$ cat config.mk
export PLATFORM = sky130hd
export DESIGN_NAME = piece_bag_queue
export DESIGN_NICKNAME = d
export VERILOG_FILES = /design/src/rtl/piece_bag_queue.sv
export SDC_FILE = /design/constraint.sdc
export NUM_CORES = 1
export LEC_CHECK = 0
export ABC_AREA = 1
export CAP_MARGIN = 20
export CORE_MARGIN = 2
export CORE_UTILIZATION = 55
export DETAILED_ROUTE_END_ITERATION = 10
export PLACE_DENSITY = 0.78
export SLEW_MARGIN = 40
export SYNTH_ARGS = -nofsm -noshare
export SYNTH_HDL_FRONTEND = slang
export SYNTH_SLANG_ARGS = --single-unit
$ cat constraint.sdc
create_clock -name clk -period 6.75 [get_ports clk]
set_input_delay 1.35 -clock clk [delete_from_list [all_inputs] [get_ports clk]]
set_output_delay 1.35 -clock clk [all_outputs]
set_load 0.02 [all_outputs]
$ cat src/rtl/piece_bag_queue.sv
// piece_bag_queue
// Tetromino source for the game core. A free-running 16-bit Galois LFSR
// picks shapes from a "bag" so that every shape is dealt exactly once per
// bag. A short FIFO holds the head piece plus a preview window. Spawn logic
// pops the head with next_req while piece_valid is high. seed_load restarts
// the sequence, which makes games reproducible.

module piece_bag_queue #(
  parameter int          NUM_SHAPES    = 7,
  parameter int          PREVIEW_DEPTH = 3,
  parameter logic [15:0] SEED          = 16'hACE1
) (
  input  logic                       clk,
  input  logic                       reset,
  input  logic                       seed_load,
  input  logic [15:0]                seed_in,
  input  logic                       next_req,
  output logic                       piece_valid,
  output logic [2:0]                 piece_shape,
  output logic [1:0]                 piece_rot,
  output logic [3*PREVIEW_DEPTH-1:0] preview_shapes,
  output logic                       preview_valid,
  output logic [2:0]                 queue_count,
  output logic [3:0]                 bag_remaining
);

  // The queue holds the head slot plus the preview slots.
  localparam int                    DEPTH     = PREVIEW_DEPTH + 1;
  localparam logic [2:0]            DEPTH_C   = 3'(DEPTH);
  localparam logic [3:0]            NUM_C     = 4'(NUM_SHAPES);
  localparam logic [15:0]           LFSR_TAPS = 16'hB400;
  localparam logic [NUM_SHAPES-1:0] BAG_FULL  = '1;

  // The occupancy state is a pure function of count: FILL while slots are
  // free, FULL when every slot is occupied.
  localparam logic [0:0] ST_FILL = 1'b0;
  localparam logic [0:0] ST_FULL = 1'b1;

  logic [15:0]           lfsr;
  logic [15:0]           lfsr_next;
  logic [15:0]           seed_value;
  logic [NUM_SHAPES-1:0] bag_mask;
  logic [NUM_SHAPES-1:0] bag_after_pick;
  logic [7:0]            pick_onehot;
  logic [2:0]            pick_shape;
  logic [1:0]            pick_rot;
  logic [2:0]            count;
  logic [2:0]            occ_after_pop;
  logic                  do_pop;
  logic                  do_push;
  logic [0:0]            state;
  logic [2:0]            slot_shape [DEPTH];
  logic [1:0]            slot_rot   [DEPTH];

  // Right-shifting Galois LFSR for x^16+x^14+x^13+x^11+1. A non-zero state
  // never reaches zero. A zero seed is replaced by SEED.
  assign lfsr_next  = lfsr[0] ? ((lfsr >> 1) ^ LFSR_TAPS) : (lfsr >> 1);
  assign seed_value = (seed_in == 16'h0000) ? SEED : seed_in;

  // LFSR register: free-runs every cycle; seed_load restarts it.
  // NOTE: sequential state uses non-blocking assignment, so every register
  // samples pre-edge values and the block order cannot change the behaviour.
  always_ff @(posedge clk or posedge reset) begin
    if (reset) begin
      lfsr <= SEED;
    end else if (seed_load) begin
      lfsr <= seed_value;
    end else begin
      lfsr <= lfsr_next;
    end
  end

  // Pick the first undealt shape at or after the LFSR-derived start index.
  // The scan wraps to index 0. The bag is never empty, so a shape is always
  // found.
  // NOTE: every variable gets a default at the top of a combinational block,
  // so no path leaves one unassigned and no latch is inferred.
  always_comb begin : pick_comb
    logic [3:0] start;
    logic [3:0] idx;
    logic [7:0] mask8;
    logic       found;
    mask8      = 8'(bag_mask);
    start      = {1'b0, lfsr[2:0]};
    idx        = '0;
    found      = 1'b0;
    pick_shape = '0;
    if (start >= NUM_C) start = start - NUM_C;
    for (int k = 0; k < NUM_SHAPES; k++) begin
      idx = start + 4'(k);
      if (idx >= NUM_C) idx = idx - NUM_C;
      if (!found && mask8[idx[2:0]]) begin
        found      = 1'b1;
        pick_shape = idx[2:0];
      end
    end
  end

  assign pick_rot       = lfsr[4:3];
  assign pick_onehot    = 8'b1 << pick_shape;
  assign bag_after_pick = bag_mask & ~pick_onehot[NUM_SHAPES-1:0];

  // A pop needs a head entry. A push happens whenever a slot is free after
  // the pop, so a full queue that is popped refills in the same cycle.
  assign do_pop        = next_req && (count != 3'd0);
  assign occ_after_pop = count - {2'b00, do_pop};
  assign do_push       = (occ_after_pop < DEPTH_C);

  // Bag mask: clear the dealt shape. Reload to a full bag on the same edge
  // that deals the last shape.
  always_ff @(posedge clk or posedge reset) begin
    if (reset) begin
      bag_mask <= BAG_FULL;
    end else if (seed_load) begin
      bag_mask <= BAG_FULL;
    end else if (do_push) begin
      bag_mask <= (bag_after_pick == '0) ? BAG_FULL : bag_after_pick;
    end
  end

  // Occupancy count: a push and a pop in the same cycle cancel.
  always_ff @(posedge clk or posedge reset) begin
    if (reset) begin
      count <= 3'd0;
    end else if (seed_load) begin
      count <= 3'd0;
    end else begin
      count <= count + {2'b00, do_push} - {2'b00, do_pop};
    end
  end

  // Slot storage: shift toward the head on a pop, then write the new piece
  // at the tail that remains after the pop.
  // NOTE: storage has no reset. Outputs are gated by count, so stale slot
  // contents never reach a port.
  always_ff @(posedge clk) begin
    if (!seed_load) begin
      for (int i = 0; i < DEPTH; i++) begin
        if (do_pop && (i < DEPTH - 1)) begin
          slot_shape[i] <= slot_shape[(i < DEPTH - 1) ? i + 1 : i];
          slot_rot[i]   <= slot_rot[(i < DEPTH - 1) ? i + 1 : i];
        end
        if (do_push && (occ_after_pop == 3'(i))) begin
          slot_shape[i] <= pick_shape;
          slot_rot[i]   <= pick_rot;
        end
      end
    end
  end

  // Occupancy state derived from count.
  assign state = (count == DEPTH_C) ? ST_FULL : ST_FILL;

  // Head outputs are forced to zero while the queue is empty.
  assign piece_valid   = (count != 3'd0);
  assign piece_shape   = piece_valid ? slot_shape[0] : 3'd0;
  assign piece_rot     = piece_valid ? slot_rot[0] : 2'd0;
  assign preview_valid = (state == ST_FULL);
  assign queue_count   = count;

  // Preview window: entry i shows queue slot i+1, or zero when that slot is
  // empty.
  always_comb begin
    preview_shapes = '0;
    for (int i = 0; i < PREVIEW_DEPTH; i++) begin
      if (count > 3'(i + 1)) preview_shapes[3*i +: 3] = slot_shape[i + 1];
    end
  end

  // Count the shapes not yet dealt from the current bag.
  always_comb begin
    bag_remaining = 4'd0;
    for (int i = 0; i < NUM_SHAPES; i++) begin
      bag_remaining = bag_remaining + {3'b000, bag_mask[i]};
    end
  end

endmodule

# After elaboration in Yosys (flattened, before gate mapping)
# Memory sizes are Yosys's and may differ from the RTL's.
# Cells that the tools add are included.
[word_totals] regBits=26 latch_bits=0 mem_bits_rw=20 mem_bits_ro=0 out_inout_bits=23 word_cells=152 n_memories=2
[op_classes] n_addsub=23 multipliers=0 n_div=0 magnitude_cmp=19 n_eq_ne=4 n_shift=1 mux=69 n_bitwise=9 reduce_logical=22
[mem_list] name="slot_shape" words=4 word_bits=3 rd=4 rd_clocked_by_memory_dff=0 wr=4 line_no="52" source="logic [2:0] slot_shape [DEPTH];"
[mem_list] name="slot_rot" words=4 word_bits=2 rd=4 rd_clocked_by_memory_dff=0 wr=4 line_no="53" source="logic [1:0] slot_rot [DEPTH];"
[op_table] op="two-way mux 3 bit" count=22
[op_table] op="two-way mux 16 bit" count=3
[op_table] op="two-way mux 1 bit" count=29
[op_table] op="greater-or-equal comparator 4 x 3 -> 1 bit (second input constant)" count=7
[op_table] op="less-than comparator 3 x 4 -> 1 bit (second input constant)" count=7
[op_table] op="binary-select mux 1 bit (select 3 bit)" count=7
[op_table] op="two-way mux 7 bit" count=3
[op_table] op="subtractor 3 bit (second input constant)" count=7
[op_table] op="zero test 16 bit" count=1
[op_table] op="adder 4 x 1 -> 4 bit" count=3
[op_table] op="adder 4 x 3 -> 4 bit (second input constant)" count=3
[op_table] op="logical AND 1 bit" count=11
[op_table] op="adder 4 x 2 -> 4 bit (second input constant)" count=2
[op_table] op="two-way mux 2 bit" count=4
[op_table] op="AND 7 bit" count=1
[op_table] op="zero test 7 bit" count=1
[op_table] op="NOT 7 bit" count=1
[op_table] op="left shift 1 x 3 -> 7 bit (first input constant)" count=1
[op_table] op="== test 3 x 2 -> 1 bit (second input constant)" count=2
[op_table] op="greater-than comparator 3 x 2 -> 1 bit (second input constant)" count=2
[op_table] op="zero test 1 bit" count=6
[op_table] op="bitwise OR 1 bit" count=6
[op_table] op="subtractor 3 x 1 -> 3 bit" count=2
[op_table] op="adder 3 x 1 -> 4 bit" count=1
[op_table] op="other kinds (15)" count=15

# Longest topological paths before layout
[logic_depth] depth_word=32 depth_mapped=29 depth_no_buf=29

# Least setup slack after synthesis
# No wires, ideal clock.
[synth_timing] path_type="flip-flop to output port" from="register bag_mask[0]" to="output port bag_remaining[1]" t_arrival_ps=2419 slack_ps=2981 path_stages_with_launch=9 path_buffers=0 cell_sequence="dfstp_2 -> fa_1 -> inv_1 -> fa_1 -> inv_1 -> fa_1 -> inv_1 -> fa_1 -> inv_1"
[synth_between] elab_chain_cells=6
[synth_lines] item="from (decl)" line_no="42" source="logic [NUM_SHAPES-1:0] bag_mask;"
[synth_lines] item="from (signal assigned)" line_no="117" source="bag_mask <= (bag_after_pick == '0) ? BAG_FULL : bag_after_pick;"
[synth_lines] item="adder 1 x 1 -> 2 bit" line_no="174" source="bag_remaining = bag_remaining + {3'b000, bag_mask[i]};"
[synth_lines] item="adder 2 x 1 -> 3 bit" line_no="174"
[synth_lines] item="adder 3 x 1 -> 4 bit" line_no="174"
[synth_lines] item="adder 4 x 1 -> 4 bit (3 in series)" line_no="174"
[synth_lines] item="to (decl)" line_no="24" source="output logic [3:0] bag_remaining"
# No other way between the ends.

# Worst setup path in the final report
# Ends and elaborated chain as after synthesis.

==> flow_metrics.env <==
export IMPL_syn_area_sq_um=4110
export IMPL_rows=31
export IMPL_post_cts_buffers=0
export IMPL_max_stage_delay_ns=0.59
export IMPL_relSlewSlack=0.523
export IMPL_globalplace_congestion=0.970
export IMPL_path_clk_slew_ns=0.08
export IMPL_syn2layout_area_growth_pct=13.5
export IMPL_antenna_found_initial=0
export IMPL_portBuffers=41
export IMPL_crit_arrival_ns=3.28
export IMPL_finalSetupViolations=0
export IMPL_ys_warn_count=0
export IMPL_clock_latency_ns=0.29
export IMPL_clk_path_buf_depth=2
export IMPL_finalHoldViolCount=0
export IMPL_fin_util=0.644
export IMPL_wl_per_cell_um=14.1
export IMPL_crit_chain="fa_1, inv_1, fa_1, inv_1, fa_1, inv_1, fa_1, inv_1, clkdlybuf4s50_1"
export IMPL_antenna_cells=0
export IMPL_drcViolationCount=0
export IMPL_syn_inst=558
export IMPL_gr_total_overflow=0
export IMPL_finalMaxSlewViolations=0
export IMPL_worst_ep_required_time_ns=5.40
export IMPL_routed_via_density=5.55
export IMPL_post_route_period_util=0.685
export IMPL_start_kind="flip-flop"
export IMPL_die_h_um=90.5
export IMPL_finalNetCount=636
export IMPL_synth_nets=600
export IMPL_grt_max_degree=27
export IMPL_worstMarginPinSlew_ns=0.713
export IMPL_cp_slowest_cell="clkdlybuf4s50_1"
export IMPL_synth_cell_type_count=48
export IMPL_io_pins=43
export IMPL_dpl_hpwl_um=7770
export IMPL_worstPathMaxFanout=8
export IMPL_drive_above_1_share=0.188
export IMPL_avgSynthCellArea_sq_um=7.37
export IMPL_wl_um=9760
export IMPL_critPathKind="reg2out"
export IMPL_final_cell_mix="nand2_1 (125), inv_1 (68), nand3_1 (61)"
export IMPL_final_common_cell="nand2_1"
export IMPL_cts_hold_buf=0
export IMPL_finalHoldWorstSlack_ns=0.450
export IMPL_cts_buffers=5
export IMPL_cts_root_buf="clkbuf_8"
export IMPL_htree_levels=2
export IMPL_grt_pass1_wl_um=16400
export IMPL_cts_tree="built"
export IMPL_cap_violations=0
export IMPL_ctsResizeCount=0
export IMPL_start_util=0.567
export IMPL_coreArea_sq_um=7250
export IMPL_min_period_ns=4.63
export IMPL_peakVddDrop_uv=140
export IMPL_dieArea_sq_um=8190
export IMPL_synth_seq_cells=46
export IMPL_fin_skew_ns=0.00500
export IMPL_power_density_nw_per_um2=378
export IMPL_fin_setup_tns_ns=0
export IMPL_grt_pass1_vias=3579
export IMPL_track_usage=0.243
export IMPL_min_path_type="reg2reg"
export IMPL_timing_fmax_mhz=216
export IMPL_dr_pass1_iters=5
export IMPL_num_vias=3849
export IMPL_first_iter_violations=343
export IMPL_status="completed"
export IMPL_cts_sinks=46
export IMPL_crit_path_end_kind="primary output"
export IMPL_synth_seq_area_share=0.309
export IMPL_leakagePower_nw=2.24
export IMPL_ant_nets=0
export IMPL_die_w_um=90.5
export IMPL_rsz0062_at_grt="false"
## report_power, final
| group | internal [mW] | switching (mW) | leakage (nW) |
|---|---|---|---|
| clock network | 0.0737 | 0.0858 | 0.0395 |
| logic | 0.404 | 0.720 | 1.72 |
| registers | 0.411 | 0.0712 | 0.479 |
## synth_stat cells (all sizes together)
master	count	area share
edfxtp	20	0.15
a21oi	25	0.038
nand4	11	0.026
nand2	153	0.17
xnor2	4	0.010
inv	86	0.079
or2	1	0.0015
nor4	4	0.0061
clkinv	2	0.0018
buf	5	0.0076
dfstp	15	0.096
nor2	54	0.062
ha	17	0.052
a31oi	1	0.0030
o211ai	7	0.015
a22oi	3	0.0055
o21ai	39	0.056
nor3	6	0.0073
conb	1	0.00091
xor2	3	0.0082
a21boi	1	0.0018
o21bai	2	0.0046
fa	5	0.024
and2	1	0.0015
nand3	73	0.10
clkbuf	7	0.0064
dfrtp	11	0.067
a211oi	1	0.0018
## stage by stage
step | cells | worst slack, ns | total power [mW] | instance area, sq um
finish | 694 | 2.12 | 1.77 | 4670
global route | 694 | 1.92 | 1.91 | 4670
CTS | 694 | 2.11 | 1.76 | 4670
detailed placement | 686 | 2.39 | 1.60 | 4590
global placement | 686 | 2.46 | 1.56 | 4590
floorplan | 558 | 2.98 | 1.27 | 4110
## per-layer routing
| layer | wire (um) | share of wire | global-route usage | vias up |
|---|---|---|---|---|
| met3 | 669 | 0.069 | 0.0292 | 8 |
| li1 | - | - | - | 1890 |
| met4 | 64 | 0.0066 | 0.0474 | 0 |
| met5 | 0 | 0 | 0 | - |
| met1 | 4370 | 0.45 | 0.333 | 1794 |
| met2 | 4660 | 0.48 | 0.415 | 157 |
## path summary, 6_finish.rpt
| check | from | to | slack [ns] | cells past startpoint |
|---|---|---|---|---|
| setup / recovery | bag_mask[0]$_DFFE_PP1P_ | bag_remaining[1] | 2.12 | 9 |
| hold / removal | lfsr[3]$_DFF_PP0_ | slot_rot[1][2]$_DFFE_PP_ | 0.45 | 0 |
| setup reg to reg | lfsr[0]$_DFF_PP1_ | bag_mask[5]$_DFFE_PP1P_ | 2.32 | 22 |
| hold reg to reg | lfsr[3]$_DFF_PP0_ | slot_rot[1][2]$_DFFE_PP_ | 0.45 | 0 |
| max in group asynchronous | reset | lfsr[5]$_DFF_PP1_ | 4.96 | 2 |
| min in group asynchronous | reset | lfsr[1]$_DFF_PP0_ | 1.42 | 2 |
## critical path, delay by kind of cell, from the launching register on
family / cells / cell delay (ns)
flip-flops: 1 / 0.42
buffers and inverters: 5 / 0.82
adder cells (fa/ha/maj): 4 / 1.76
## area by class of cell
class,instances,area [sq um]
well taps,99,124
fillers,627,2580
repair buffers,41,410
inverters,88,333
flip-flops and latches,46,1270
multi-input cells,412,2450
clock buffers,8,80.1
## sequential cells by signal, summed over array words and instances (netlist names)
| signal | flops |
|---|---|
| slot_rot | 8 |
| lfsr | 16 |
| bag_mask | 7 |
| slot_shape | 12 |
| queue_count | 3 |
## cell families (layout without fill, tap and decap cells)
| group | count (synthesis) | count (layout) | synth area share |
|---|---|---|---|
| other cells | 1 | 1 | 0.000912 |
| fa+ha+maj | 22 | 22 | 0.0760 |
| compound gates | 79 | 79 | 0.125 |
| flops | 46 | 46 | 0.309 |
| buf+inv | 100 | 137 | 0.0949 |
| simple gates | 303 | 303 | 0.376 |
| xor+xnor | 7 | 7 | 0.0186 |
No activity file was read; power rests on OpenSTA's default activity.
